`src/rtl/ext_pipe.sv`:
```
// ext_pipe: pipelined immediate / load-data extender.
// Each accepted beat is extended into a 2-entry output buffer. The buffer
// head drives out_data/out_err, and there is no path from in_* to out_*.
// err_cnt counts errored beats at acceptance and saturates at its maximum.
module ext_pipe #(
  parameter int DATA_W   = 32,
  parameter int IMM_W    = 16,
  parameter int OFS_W    = 2,
  parameter int ERRCNT_W = 8
) (
  input  logic                clk,
  input  logic                rst_n,
  input  logic                in_valid,
  output logic                in_ready,
  input  logic [DATA_W-1:0]   in_data,
  input  logic [OFS_W-1:0]    in_ofs,
  input  logic [2:0]          ext_op,
  output logic                out_valid,
  input  logic                out_ready,
  output logic [DATA_W-1:0]   out_data,
  output logic                out_err,
  output logic [ERRCNT_W-1:0] err_cnt
);

  localparam int NB = DATA_W / 8;

  typedef enum logic [2:0] {
    OP_ZERO = 3'd0,
    OP_SIGN = 3'd1,
    OP_LUI  = 3'd2,
    OP_LB   = 3'd3,
    OP_LBU  = 3'd4,
    OP_LH   = 3'd5,
    OP_LHU  = 3'd6,
    OP_RSVD = 3'd7
  } op_e;

  // Each buffer entry is {err, data}.
  logic [DATA_W:0]     slot0_q, slot0_d, slot1_q, slot1_d;
  logic [1:0]          cnt_q, cnt_d;
  logic [ERRCNT_W-1:0] err_cnt_q, err_cnt_d;

  logic [IMM_W-1:0]  imm_w;
  logic [DATA_W+7:0] pad_w;
  logic [7:0]        byte_w;
  logic [15:0]       half_w;
  logic              half_bad_w;
  logic [DATA_W-1:0] res_data;
  logic              res_err;
  logic              push, pop;

  assign imm_w = in_data[IMM_W-1:0];
  // A zero byte above the word keeps the top-lane halfword select in range.
  // That lane is flagged as an error and never used as a result.
  assign pad_w = {8'h00, in_data};

  assign in_ready  = (cnt_q != 2'd2);
  assign out_valid = (cnt_q != 2'd0);
  assign out_data  = slot0_q[DATA_W-1:0];
  assign out_err   = slot0_q[DATA_W];
  assign err_cnt   = err_cnt_q;

  assign push = in_valid && in_ready;
  assign pop  = out_valid && out_ready;

  // Little-endian lane select of the byte and halfword at in_ofs.
  always_comb begin
    byte_w = '0;
    half_w = '0;
    for (int i = 0; i < NB; i++) begin
      if (in_ofs == OFS_W'(i)) begin
        byte_w = in_data[8*i +: 8];
        half_w = pad_w[8*i +: 16];
      end
    end
  end

  // A halfword is unusable when it is misaligned or runs past the word end.
  assign half_bad_w = in_ofs[0] || (in_ofs == OFS_W'(NB - 1));

  // Compute the extended result for the beat on the input.
  always_comb begin
    res_data = '0;
    res_err  = 1'b0;
    case (op_e'(ext_op))
      OP_ZERO: res_data = {{(DATA_W-IMM_W){1'b0}}, imm_w};
      OP_SIGN: res_data = {{(DATA_W-IMM_W){imm_w[IMM_W-1]}}, imm_w};
      OP_LUI:  res_data = {imm_w, {(DATA_W-IMM_W){1'b0}}};
      OP_LB:   res_data = {{(DATA_W-8){byte_w[7]}}, byte_w};
      OP_LBU:  res_data = {{(DATA_W-8){1'b0}}, byte_w};
      OP_LH: begin
        if (half_bad_w) res_err = 1'b1;
        else            res_data = {{(DATA_W-16){half_w[15]}}, half_w};
      end
      OP_LHU: begin
        if (half_bad_w) res_err = 1'b1;
        else            res_data = {{(DATA_W-16){1'b0}}, half_w};
      end
      default: res_err = 1'b1;
    endcase
  end

  // Two-slot FIFO next state. slot0 is always the head.
  always_comb begin
    slot0_d = slot0_q;
    slot1_d = slot1_q;
    cnt_d   = cnt_q;
    case ({push, pop})
      2'b10: begin
        if (cnt_q == 2'd0) slot0_d = {res_err, res_data};
        else               slot1_d = {res_err, res_data};
        cnt_d = cnt_q + 2'd1;
      end
      2'b01: begin
        slot0_d = slot1_q;
        cnt_d   = cnt_q - 2'd1;
      end
      2'b11: begin
        if (cnt_q == 2'd1) begin
          slot0_d = {res_err, res_data};
        end else begin
          slot0_d = slot1_q;
          slot1_d = {res_err, res_data};
        end
      end
      default: ;
    endcase
  end

  // Errored beats count at acceptance. The counter holds at all-ones.
  always_comb begin
    err_cnt_d = err_cnt_q;
    if (push && res_err && !(&err_cnt_q)) err_cnt_d = err_cnt_q + ERRCNT_W'(1);
  end

  // Buffer and counter registers. Reset drops any buffered beats.
  always_ff @(posedge clk or negedge rst_n) begin
    if (!rst_n) begin
      slot0_q   <= '0;
      slot1_q   <= '0;
      cnt_q     <= 2'd0;
      err_cnt_q <= '0;
    end else begin
      slot0_q   <= slot0_d;
      slot1_q   <= slot1_d;
      cnt_q     <= cnt_d;
      err_cnt_q <= err_cnt_d;
    end
  end

endmodule

```
`config.mk`:
```
export PLATFORM = sky130hd
export DESIGN_NAME = ext_pipe
export DESIGN_NICKNAME = d
export VERILOG_FILES = /design/src/rtl/ext_pipe.sv
export SDC_FILE = /design/constraint.sdc
export NUM_CORES = 1
export LEC_CHECK = 0
export ABC_CLOCK_PERIOD_IN_PS = 2700
export CAP_MARGIN = 20
export CORE_ASPECT_RATIO = 2
export CORE_UTILIZATION = 25
export DETAILED_ROUTE_END_ITERATION = 16
export GPL_TIMING_DRIVEN = 1
export PLACE_DENSITY_LB_ADDON = 0.1
export SLEW_MARGIN = 20
export SYNTH_ARGS = -nofsm -noshare
export SYNTH_HDL_FRONTEND = slang
export SYNTH_SLANG_ARGS = --single-unit
```
`constraint.sdc`:
```
create_clock -name clk -period 2.7 [get_ports clk]
set_input_delay 0.54 -clock clk [delete_from_list [all_inputs] [get_ports clk]]
set_output_delay 0.54 -clock clk [all_outputs]
set_load 0.03 [all_outputs]
```
After elaboration in Yosys (flattened, before gate mapping)
Cells that the tools add are included.
- register bits: 76
- input bits: 41
- output and inout port bits: 43
- word-level logic and storage cells: 62
- multiplexer cells: 20
- add/sub/neg operators: 3
- reductions and logical operators: 18
- eq/ne operators: 17
- operators by type and width (operator ; number):
    32-bit one-hot mux with 7 select lines ; 1
    33-bit 2-to-1 mux ; 4
    33-bit one-hot mux with 3 select lines ; 1
    16-bit 2-to-1 mux ; 5
    33-bit one-hot mux with 2 select lines ; 1
    32-bit 2-to-1 mux ; 1
    8-bit 2-to-1 mux ; 4
    3-bit equality test, second input constant ; 3
    8-bit by 1-bit adder with 8-bit output, second input constant ; 1
    2-bit equality test, second input constant ; 4
    2-bit != test, second input constant ; 4
    8-bit AND reduction ; 1
    2-bit by 1-bit equality test with 1-bit output, second input constant ; 3
    3-bit by 2-bit equality test with 1-bit output, second input constant ; 2
    2-bit nonzero test ; 3
    5-bit OR reduction ; 1
    1-bit logical AND ; 4
    2-bit zero test ; 2
    2-bit one-hot mux with 2 select lines ; 1
    3-bit by 1-bit equality test with 1-bit output, second input constant ; 1
    3-bit zero test ; 1
    3-bit AND reduction ; 1
    3-bit nonzero test ; 1
    2-bit by 1-bit adder with 2-bit output, second input constant ; 1
    other kinds (7) ; 7

Logic depth before layout (Yosys ltp)
- word-level depth: 9
- gate-level depth with buffers: 11
- mapped depth without buffers: 11

Worst setup path after synthesis
No wires, ideal clock.
- path type: register to register
- start: register cnt_q[0]
- end: register slot1_q[12]
- cell stages (with the launch flop): 11
- path slack: 0.238 ns
- setup time: 0.125 ns
- path buffers: 1
- arrival: 2.337 ns
- required time: 2.575 ns
- clock period less this slack: 2.462 ns
- cells stage by stage: dfrtp_1 inv_1 ha_1 inv_1 nand2_1 inv_1 ha_1 nand2_1 o211ai_1 clkbuf_1 mux2_2
- word-level cells in the longest chain between the ends: 5
- elaborated cells on any way between the ends: 13
- those cells by class: 6 x eq/ne; 1 x mux; 6 x reduce/logical
- ends and longest elaborated chain (what ; line ; RTL):
    from (decl) ; 40 ; logic [1:0] cnt_q, cnt_d;
    from (signal assigned) ; 146 ; cnt_q <= cnt_d;
    2-bit nonzero test (*) ; 58 ; assign out_valid = (cnt_q != 2'd0);
    via out_valid ; 18 ; output logic out_valid,
    1-bit logical AND (*) ; 64 ; assign pop = out_valid && out_ready;
    2-bit equality test ; 108 ; case ({push, pop})
    2-bit != test (no source line) / 2-bit nonzero test (equally long branches) ; - ;
    3-bit AND reduction (no source line) ; - ;
    to (signal assigned) ; 145 ; slot1_q <= slot1_d;
    to (decl) ; 39 ; logic [DATA_W:0] slot0_q, slot0_d, slot1_q, slot1_d;
The timed path passes the listed nets; every way through them passes the cells marked *.
A chain may end at the register's enable or synchronous reset.

Final worst setup path
- start: input in_ofs[0]
- end: register slot1_q[15]
- word-level cells in the longest chain between the ends: 9
- elaborated cells on any way between the ends: 19
- those cells by class: 3 x eq/ne; 14 x mux; 2 x reduce/logical
- ends and longest elaborated chain (what ; line ; RTL):
    from (decl) ; 16 ; input logic [OFS_W-1:0] in_ofs,
    2-bit zero test ; 71 ; if (in_ofs == OFS_W'(i)) begin
    16-bit 2-to-1 mux (4 in series) ; 71 ;
    16-bit 2-to-1 mux / 32-bit 2-to-1 mux (equally long branches) ; 96, 92 ;
    32-bit one-hot mux with 7 select lines (*) ; 85 ; case (op_e'(ext_op))
    33-bit 2-to-1 mux (on tied branches) ; 119, 110 ;
    33-bit one-hot mux with 2 select lines (*) ; 108 ;
Every way passes the cells marked *; elsewhere a longest branch is shown, timed or not. The select of a mux whose other input is x is not followed.

==> results.tsv <==
stage	metric	value	unit
critical_path	crit_required	2910	ps
critical_path	ff2ff_setup_slack	440	ps
yosys	async_reset_ff_share	100	%
placed_design	dp_hpwl	9900	um
drt	drt_iter0_drc	192	
yosys	syn-num-nets	454	
yosys	yosysUniqueCellTypes	49	
cells_and_area	final_common_cell	clkdlybuf4s50_1	
placed_design	dp_worst_setup_slack	-153	ps
run	drv_cap	0	
global_route	grt-ovfl-total	0	
cells_and_area	drive_gt1_share	16.8	%
yosys	ys_warn_count	0	
timing	setup_viol	0	
cells_and_area	fin_nets	562	
drt	wire_per_inst	18.0	um
global_route	grt_max_degree	40	
drt	viasPerCell	4.85	
drt	route.detailed.drc	0	
clock_tree	cts-root-buf	clkbuf_16	
clock_tree	clockBufferDepth	2	
timing	fin_ws	258	ps
yosys	synth_seq_cells	76	
critical_path	crit_end	slot1_q[15]	
power	power.leakage	2.38	nW
drt	vias	3487	
yosys	synth_edf_count	0	
drt	drt.antenna.violating_nets	0	
floorplanning	start_util	25.5	%
floorplanning	io_pins	84	
timing	period_share	90.4	%
clock_tree	clk_pin_slew_worst_paths	60	ps
clock_tree	clk_latency	330	ps
power	peakVddDrop	332	uV
critical_path	cp_max_fo	4	
floorplanning	core_area	0.0157	mm^2
clock_tree	cts_tree	done	
yosys	ys_seq_area_share	47.5	%
critical_path	worstPathArrival	2650	ps
critical_path	regToRegEndpoint	slot1_q[5]	
critical_path	critical-path-max-stage-delay	510	ps
yosys	synth_area	0.00400	mm^2
power	p_per_area	1020	mW/mm^2
critical_path	path_cells	clkdlybuf4s50_1 -> mux4_2 -> buf_4 -> a31o_2 -> a222oi_1 -> buf_4 -> o21ai_0	
clock_tree	cts_max_level	3	
floorplanning	die_height	181	um
timing	fin_skew	4.95	ps
power	total_power	5.80	mW
yosys	synthFlopType	dfrtp_1	
critical_path	cp-start-kind	primary input	
clock_tree	post_cts_resized	0	
global_route	antenna_found_initial	0	
drt	dr.pass1.iters	4	
drt	finalWirelength	13000	um
clock_tree	cts_sinks	76	
global_route	grt_pass1_vias	3429	
cells_and_area	mostFrequentLayoutCells	clkdlybuf4s50_1, dfrtp_1, nand2_1, o21ai_0, buf_4	
critical_path	path_class	primary input to register	
timing	post-route-min-period	2440	ps
timing	slew_headroom	54.1	%
hold_path	hold_path.class	primary input to async pin	
floorplanning	die_x	91.5	um
critical_path	end_kind	register	
critical_path	cpMostUsedCell	buf_4	
critical_path	reg2reg_depth	9	
placed_design	gp_congestion	0.781	
status	outcome	complete, no violations	
timing	grt_setup_unrepaired	no	
cells_and_area	synthToLayoutAreaGrowth	41.6	%
timing	worst_pin_slew	685	ps
placed_design	port_buffers	83	
clock_tree	postCtsSetupBuffers	0	
clock_tree	ctsHoldBuffers	0	
timing	max_freq	410	MHz
floorplanning	dieArea	0.0165	mm^2
clock_tree	cts_buffers	9	
timing	drv_slew	0	
global_route	grtUsageTotal	16.1	%
yosys	netlist_instances	406	
critical_path	slowest_stage	mux4_2	
global_route	grt_pass1_wl	20100	um
timing	final-hold-violation-count	0	
cells_and_area	antenna_cells	0	
floorplanning	rows	65	
critical_path	worstReg2RegStart	cnt_q[0]	
critical_path	startpoint	in_ofs[0]	
yosys	synth.avg_cell_area	9.86	um^2
routing by layer:
metal	track usage [%]	part of all wire, %	vias to the layer above
met3	2.53	3.6	14
met4	6.60	2.5	0
met1	19.1	41	1685
met2	28.6	53	96
met5	0	0	-
li1	-	-	1692
state kept, by name (all words and copies together), names as in the netlist:
signal   cells
cnt_q        2
err_cnt      8
slot0_q     33
slot1_q     33
cell families after synthesis:
family                   Yosys count  synth area share [%]
adder cells (fa/ha/maj)            8                  2.44
AND/OR/NAND/NOR                  100                  11.7
multiplexers                      18                  7.25
XOR/XNOR                           8                  1.75
buffers and inverters             45                  4.94
flip-flops                        76                  47.5
AO/OA/AOI/OAI                    151                  24.4
synth_stat cells, types with 2 or more instances:
master	number	area [um^2]
buf_2	5	25.0
xor2_1	2	17.5
mux2i_1	2	20.0
o21ai_0	42	210
mux4_2	8	180
ha_1	7	87.6
a211oi_1	8	60.1
and3_1	4	25.0
a21oi_1	24	120
nand2_1	47	176
inv_1	16	60.1
a22o_1	2	17.5
a21o_1	3	22.5
dfrtp_1	76	1900
a22oi_1	19	143
o21ai_1	17	85.1
a32oi_1	4	35.0
a222oi_1	2	20.0
nand3b_1	2	15.0
o311a_1	3	30.0
mux2_2	8	90.1
nor2b_1	6	37.5
xnor2_1	6	52.6
a221oi_1	6	52.6
clkbuf_1	21	78.8
a21oi_2	9	78.8
a211o_1	3	26.3
nand2b_1	6	37.5
nand3_1	7	35.0
nand4_1	2	12.5
nor2_1	21	78.8
metrics by stage:
step	setup TNS, ps	util, %	hold slack (ps)	cells	area (um^2)
final	0	36.1	197	719	5660
after global routing	0	36.1	236	719	5660
after CTS	0	36.1	211	719	5660
after detailed placement	-305	34.1	471	704	5360
after global placement	-370	34.1	463	704	5360
after floorplan	0	-	244	406	4000
final cells by class:
cell class | count | area, um^2
Tap cell | 201 | 251
Clock buffer | 11 | 233
Fill cell | 1585 | 10000
Timing Repair Buffer | 126 | 1240
Inverter | 16 | 60.1
Multi-Input combinational cell | 285 | 1900
Clock inverter | 4 | 75.1
Sequential cell | 76 | 1900
worst max-delay path: cells and delay by family:
kind / cells / cell delay, ps
muxes: 1 / 510
AOI/OAI and AO/OA: 3 / 730
buffers and inverters: 3 / 870
how the worst min path moves through the flow:
stage,startpoint,to,cells after the start
after floorplan,rst_n,cnt_q[0],0
after global placement,slot1_q[1],slot1_q[1],2
after detailed placement,slot1_q[8],slot1_q[8],2
after CTS,rst_n,slot0_q[7],1
after global routing,rst_n,slot0_q[29],1
final,rst_n,slot0_q[7],1
power by group:
group	total, mW	switching, mW	internal [mW]
Clock	1.27	0.463	0.805
Sequential	1.87	0.287	1.58
Combinational	2.66	1.53	1.13
No activity file was read; power rests on OpenSTA's default activity.
